### src/rtl/fir_arith_pkg.sv
// fir_arith_pkg: shared FIR arithmetic width, saturation constants and generate/propagate pair type
package fir_arith_pkg;
  localparam int FIR_DW = 16;
  typedef struct packed {
    logic g;
    logic p;
  } gp_t;
  function automatic logic [63:0] SAT_MAX(input int n);
    return (64'd1 << (n - 1)) - 64'd1;
  endfunction
  function automatic logic [63:0] SAT_MIN(input int n);
    return 64'd1 << (n - 1);
  endfunction
endpackage

### src/rtl/cla_slice.sv
// cla_slice: combinational W-bit lookahead slice, carries taken from group prefix G/P and cin
module cla_slice
  import fir_arith_pkg::*;
#(
  parameter int W = 8
) (
  input  logic [W-1:0] x,
  input  logic [W-1:0] y,
  input  logic         cin,
  output logic [W-1:0] s,
  output logic         cout
);
  gp_t w_bit, w_grp;
  // group prefix over bits below k gives carry into bit k as G | (cin & P)
  always_comb begin
    s = '0;
    w_bit = '{g: 1'b0, p: 1'b0};
    w_grp = '{g: 1'b0, p: 1'b1};
    for (int k = 0; k < W; k++) begin
      w_bit = '{g: x[k] & y[k], p: x[k] ^ y[k]};
      s[k] = w_bit.p ^ (w_grp.g | (cin & w_grp.p));
      w_grp = '{g: w_bit.g | (w_bit.p & w_grp.g), p: w_bit.p & w_grp.p};
    end
    cout = w_grp.g | (cin & w_grp.p);
  end
endmodule

### src/rtl/cla_sub_pipe.sv
// cla_sub_pipe: two-stage pipelined lookahead subtractor d = a - b - bin; define CLA_SUB_SAT_EN to clamp d on signed overflow
module cla_sub_pipe
  import fir_arith_pkg::*;
#(
  parameter int N    = FIR_DW,
  parameter int LO_W = N / 2
) (
  input  logic         clk,
  input  logic         rst,
  input  logic         in_valid,
  output logic         in_ready,
  input  logic [N-1:0] a,
  input  logic [N-1:0] b,
  input  logic         bin,
  output logic         out_valid,
  input  logic         out_ready,
  output logic [N-1:0] d,
  output logic         bout,
  output logic         ovf
);
  localparam int HI_W = N - LO_W;
  logic            r_v1, r_v2, r_lo_c, r_a_msb, r_b_msb;
  logic [LO_W-1:0] r_lo_d;
  logic [HI_W-1:0] r_hi_a, r_hi_nb;
  logic [LO_W-1:0] w_lo_s;
  logic [HI_W-1:0] w_hi_s;
  logic            w_lo_c, w_hi_c, w_ovf, w_s1_ready, w_s2_ready;
  logic [N-1:0]    w_d;
  assign w_s2_ready = !r_v2 || out_ready;
  assign w_s1_ready = !r_v1 || w_s2_ready;
  assign in_ready   = w_s1_ready;
  assign out_valid  = r_v2;
  cla_slice #(.W(LO_W)) u_lo (
    .x(a[LO_W-1:0]), .y(~b[LO_W-1:0]), .cin(~bin), .s(w_lo_s), .cout(w_lo_c)
  );
  cla_slice #(.W(HI_W)) u_hi (
    .x(r_hi_a), .y(r_hi_nb), .cin(r_lo_c), .s(w_hi_s), .cout(w_hi_c)
  );
  assign w_ovf = (r_a_msb != r_b_msb) && (w_hi_s[HI_W-1] != r_a_msb);
`ifdef CLA_SUB_SAT_EN
  localparam logic [N-1:0] SAT_HI = N'(SAT_MAX(N));
  localparam logic [N-1:0] SAT_LO = N'(SAT_MIN(N));
  assign w_d = w_ovf ? (r_a_msb ? SAT_LO : SAT_HI) : {w_hi_s, r_lo_d};
`else
  assign w_d = {w_hi_s, r_lo_d};
`endif
  // stage 1: resolve low slice, park high-slice operands and sign bits
  always_ff @(posedge clk) begin
    if (rst) begin
      r_v1 <= 1'b0;
    end else begin
      if (w_s1_ready) r_v1 <= in_valid;
      if (in_valid && w_s1_ready) begin
        r_lo_d  <= w_lo_s;
        r_lo_c  <= w_lo_c;
        r_hi_a  <= a[N-1:LO_W];
        r_hi_nb <= ~b[N-1:LO_W];
        r_a_msb <= a[N-1];
        r_b_msb <= b[N-1];
      end
    end
  end
  // stage 2: resolve high slice from stage-1 carry and register the result
  always_ff @(posedge clk) begin
    if (rst) begin
      r_v2 <= 1'b0;
      d    <= '0;
      bout <= 1'b0;
      ovf  <= 1'b0;
    end else if (w_s2_ready) begin
      r_v2 <= r_v1;
      if (r_v1) begin
        d    <= w_d;
        bout <= ~w_hi_c;
        ovf  <= w_ovf;
      end
    end
  end
endmodule

### config.mk
export PLATFORM = sky130hd
export DESIGN_NAME = cla_sub_pipe
export DESIGN_NICKNAME = d
export VERILOG_FILES = /design/src/rtl/fir_arith_pkg.sv /design/src/rtl/cla_slice.sv /design/src/rtl/cla_sub_pipe.sv
export SDC_FILE = /design/constraint.sdc
export NUM_CORES = 1
export LEC_CHECK = 0
export ABC_AREA = 1
export BUFFER_PORTS_ARGS = -buffer_cell sky130_fd_sc_hd__buf_2
export CAP_MARGIN = 10
export CORE_MARGIN = 4
export CORE_UTILIZATION = 35
export DETAILED_ROUTE_END_ITERATION = 8
export PLACE_DENSITY = 0.56
export SLEW_MARGIN = 20
export SYNTH_ARGS = -nofsm -noshare
export SYNTH_HDL_FRONTEND = slang
export SYNTH_HIERARCHICAL = 1
export SYNTH_SLANG_ARGS = --single-unit
### constraint.sdc
create_clock -name clk -period 2.05 [get_ports clk]
set_input_delay 0.205 -clock clk [delete_from_list [all_inputs] [get_ports clk]]
set_output_delay 0.205 -clock clk [all_outputs]
set_load 0.05 [all_outputs]
==> PnR_summary.wiki <==
{| class="wikitable"
! Metric !! Value
|-
| Instance count after placement with tap cells included || 373
|-
| P&R area growth vs syn || 21.3%
|-
| Critical-path top delay cell || edfxtp_1
|-
| Post-synthesis net count || 297
|-
| Worst-case clock skew || 0.00385 ns
|-
| Area share of the largest cell type after synthesis || 0.335
|-
| Detailed-route vias per instance || 4.40
|-
| Post-route minimum period || 1.86 ns
|-
| Number of DRC violations after detailed routing || 0
|-
| Required time of the critical path || 2.25 ns
|-
| Cells after Synth || 242
|-
| Initial Util || 0.363
|-
| # setup viols final || 0
|-
| Sequential-to-total area share from yosys stat || 0.507
|-
| I/O Pins || 57
|-
| Final number of max-transition violations || 0
|-
| Crit path max-delay family || simple AND/OR/NAND/NOR gates
|-
| Leakage component of the power || 1.35 nW
|-
| Hold Path Cell Cnt || 1
|-
| Worst path max stage delay || 0.46 ns
|-
| DRT antenna net count || 0
|-
| Adder and majority cell fraction of the synthesized area || 0.103
|-
| Placer congestion estimate || 0.774
|-
| Post-layout power || 2.05 mW
|-
| Total routing usage reported by global routing || 0.110
|-
| Pwr dens || 725 nW/um^2
|-
| Largest net degree at the start of global routing || 27
|-
| Area fraction in compound gates after synthesis || 0.0596
|-
| Worst slew margin relative to its limit || 0.772
|-
| Root buf cell || clkbuf_8
|-
| Category of the worst setup path launch point || flop
|-
| Count of buffering cells on the critical path with inverters included || 1
|-
| Total placed instance area || 2690 sq um
|-
| Xor and xnor area share after synthesis || 0.0413
|-
| Routed wire per std cell || 10.8 um
|-
| Width of the die || 89.6 um
|-
| Avg Inst Size Synth || 9.63 sq um
|-
| Number of nets in the layout || 359
|-
| Residual overflow from global routing || 0
|-
| Count of state elements after synthesis || 46
|-
| Final hold viol count || 0
|-
| Synthesized area || 2330 sq um
|-
| Setup repair after global routing missed its margin || false
|-
| Total of max-cap violations || 0
|-
| Final cell count without fillers || 382
|-
| Area of all placed cells without fillers || 2830 sq um
|-
| Worst Hold Class || in -> reg
|-
| Clock tree sinks || 46
|-
| Clock tree from TritonCTS || built
|-
| Die footprint || 8030 sq um
|-
| Initial antenna violation count || 0
|-
| Top fanout value on the critical path || 3
|-
| Number of antenna diodes || 0
|-
| HPWL after detailed placement || 3.02 mm
|-
| Port bufs || 56
|-
| Detailed Routing Iterations Pass 1 || 4
|-
| Largest area contributor in the synthesized netlist || edfxtp_1
|-
| Starting DRC count in detailed routing || 33
|-
| Most repeated library cell on the critical path || nand3_1
|-
| Area of the core || 6420 sq um
|-
| Worst-Margin Slew || 0.342 ns
|-
| Main combinational cell family by area after synthesis || simple AND/OR/NAND/NOR gates
|-
| Die Ht || 89.6 um
|-
| Register clock-pin slew on the reported worst setup and hold paths || 0.08 ns
|-
| Overall routed net length || 4.14 mm
|-
| Maximum frequency from static timing analysis || 537 MHz
|-
| Global-route wire length before repair || 6.69 mm
|-
| Multiplexer share of the synthesized area || 0
|-
| Synth area leaders || edfxtp_1 (33%), dfxtp_1 (17%), ha_1 (8.6%)
|-
| Total stage count of the critical path || 14
|-
| Critical path start-end classification || reg -> reg
|-
| Final worst path period share || 0.909
|-
| Critical-path cell list || ha_4, nand2_1, nor2_2, nand3_1, nand2_1, inv_1, nand3_2, nand3_2, nand3_1, nand2_2, nand3_1, nand3_1, nor2_1, nor2_1
|-
| Number of cells traversed by the worst register-to-register path || 14
|-
| Total via count in the routed design || 1,682
|-
| Fraction of final layout cells with drive strength greater than 1 || 0.341
|-
| Yosys synthesis warning count || 6
|-
| Post-route setup TNS || 0 ns
|-
| Final Util || 0.440
|-
| Crit path capture type || flop
|-
| Simple-gate share of the synthesized area || 0.202
|-
| Number of core rows || 29
|-
| Vias in the first global route || 1,609
|-
| Number of distinct library cells after synthesis || 29
|-
| TritonCTS buffer count || 5
|-
| Data arrival, critical path || 2.06 ns
|-
| Maximum count of clock buffers along a single path || 2
|-
| Clock latency on the worst-skew pair || 0.29 ns
|-
| Status || finished clean
|-
| Maximum vdd ir drop || 0.000230 V
|-
| H-tree depth || 2
|}
-- cell usage after synthesis, drive strengths merged --
cell type,count
fa,2
edfxtp,26
a21oi,5
dfxtp,20
a31o,1
nand3,15
buf,4
or2,1
clkinv,1
nor3,1
clkinvlp,1
ha,16
o21ai,18
xor2,6
nor2,39
nand2,42
inv,39
xnor2,5
-- cells by family (layout without fill, tap and decap cells) --
family / after synthesis / in the layout
xor+xnor: 11 / 11
fa+ha+maj: 18 / 18
simple gates: 98 / 98
buf+inv: 45 / 108
flops: 46 / 46
compound gates: 24 / 24
-- cell type report --
type / count / area (sq um)
clock buffer: 5 / 68.8
clock inverter: 3 / 16.3
fill: 656 / 3600
inverter: 41 / 163
multi-input combinational: 151 / 998
sequential: 46 / 1180
tap: 77 / 96.3
timing repair buffer: 59 / 303
-- cell usage in the layout (no fill, tap or decap) --
cell / netlist / layout
buf_2: 2 / 56
inv_1: 36 / 36
nand2_1: 32 / 31
nor2_1: 29 / 28
edfxtp_1: 26 / 26
dfxtp_1: 20 / 20
ha_1: 16 / 13
nor2_2: 10 / 11
nand3_1: 11 / 10
o21ai_1: 9 / 9
nand2_2: 8 / 9
o21ai_0: 8 / 8
xor2_1: 6 / 6
nand3_2: 4 / 5
clkbuf_8: 0 / 5
xnor2_1: 5 / 5
a21oi_1: 4 / 4
buf_4: 0 / 3
ha_4: 0 / 3
inv_2: 2 / 2
nand2_4: 2 / 2
clkinv_1: 1 / 2
fa_1: 2 / 2
inv_8: 1 / 1
nor3_2: 0 / 1
clkinv_2: 0 / 1
clkinvlp_4: 0 / 1
clkinvlp_2: 1 / 1
a31o_1: 1 / 1
or2_2: 1 / 1
a21oi_4: 1 / 1
o21ai_2: 1 / 1
-- worst reg2reg max path: cells and delay by family, from the launching register on --
family / cells / cell delay [ns]
adder cells (fa/ha/maj): 1 / 0.30
flip-flops: 1 / 0.46
buffers and inverters: 1 / 0.04
AND/OR/NAND/NOR: 12 / 0.97
-- through the flow --
stage	hold WS, ns	worst slack (ns)
2_1_floorplan	0.274	0.102
3_3_place_gp	0.382	0.224
3_5_place_dp	0.384	0.189
4_1_cts	0.0599	0.139
5_1_grt	0.0627	0.0166
6_report	0.0783	0.186
-- final timing paths --
check | start | to | slack [ns]
max | r_hi_nb[0] | ovf | 0.19
min | a[10] | r_hi_a[2] | 0.08
max reg2reg | r_hi_nb[0] | ovf | 0.19
min reg2reg | bout | bout | 0.49
-- flip-flops by register name, summed over array words and instances, names as in the netlist, 7 cells and up --
signal / count
r_hi_nb: 8
d: 16
r_hi_a: 7
r_lo_d: 8
-- per-layer routing --
metal / track usage / wire [um]
met5: 0 / 0
met2: 0.188 / 2010
met1: 0.120 / 1730
met4: 0.0677 / 82
met3: 0.0301 / 313
-- report_power, final --
group | switching [mW] | internal [mW]
combinational | 0.285 | 0.161
clock | 0.295 | 0.234
sequential | 0.0296 | 1.04
-- what timing repair did --
item / CTS / global route
endpoints found under the setup margin: 0 / 2
setup buffers: 0 / 1
hold buffers: 0 / 0
resized for setup: 0 / 6
No activity file was read; power rests on OpenSTA's default activity.
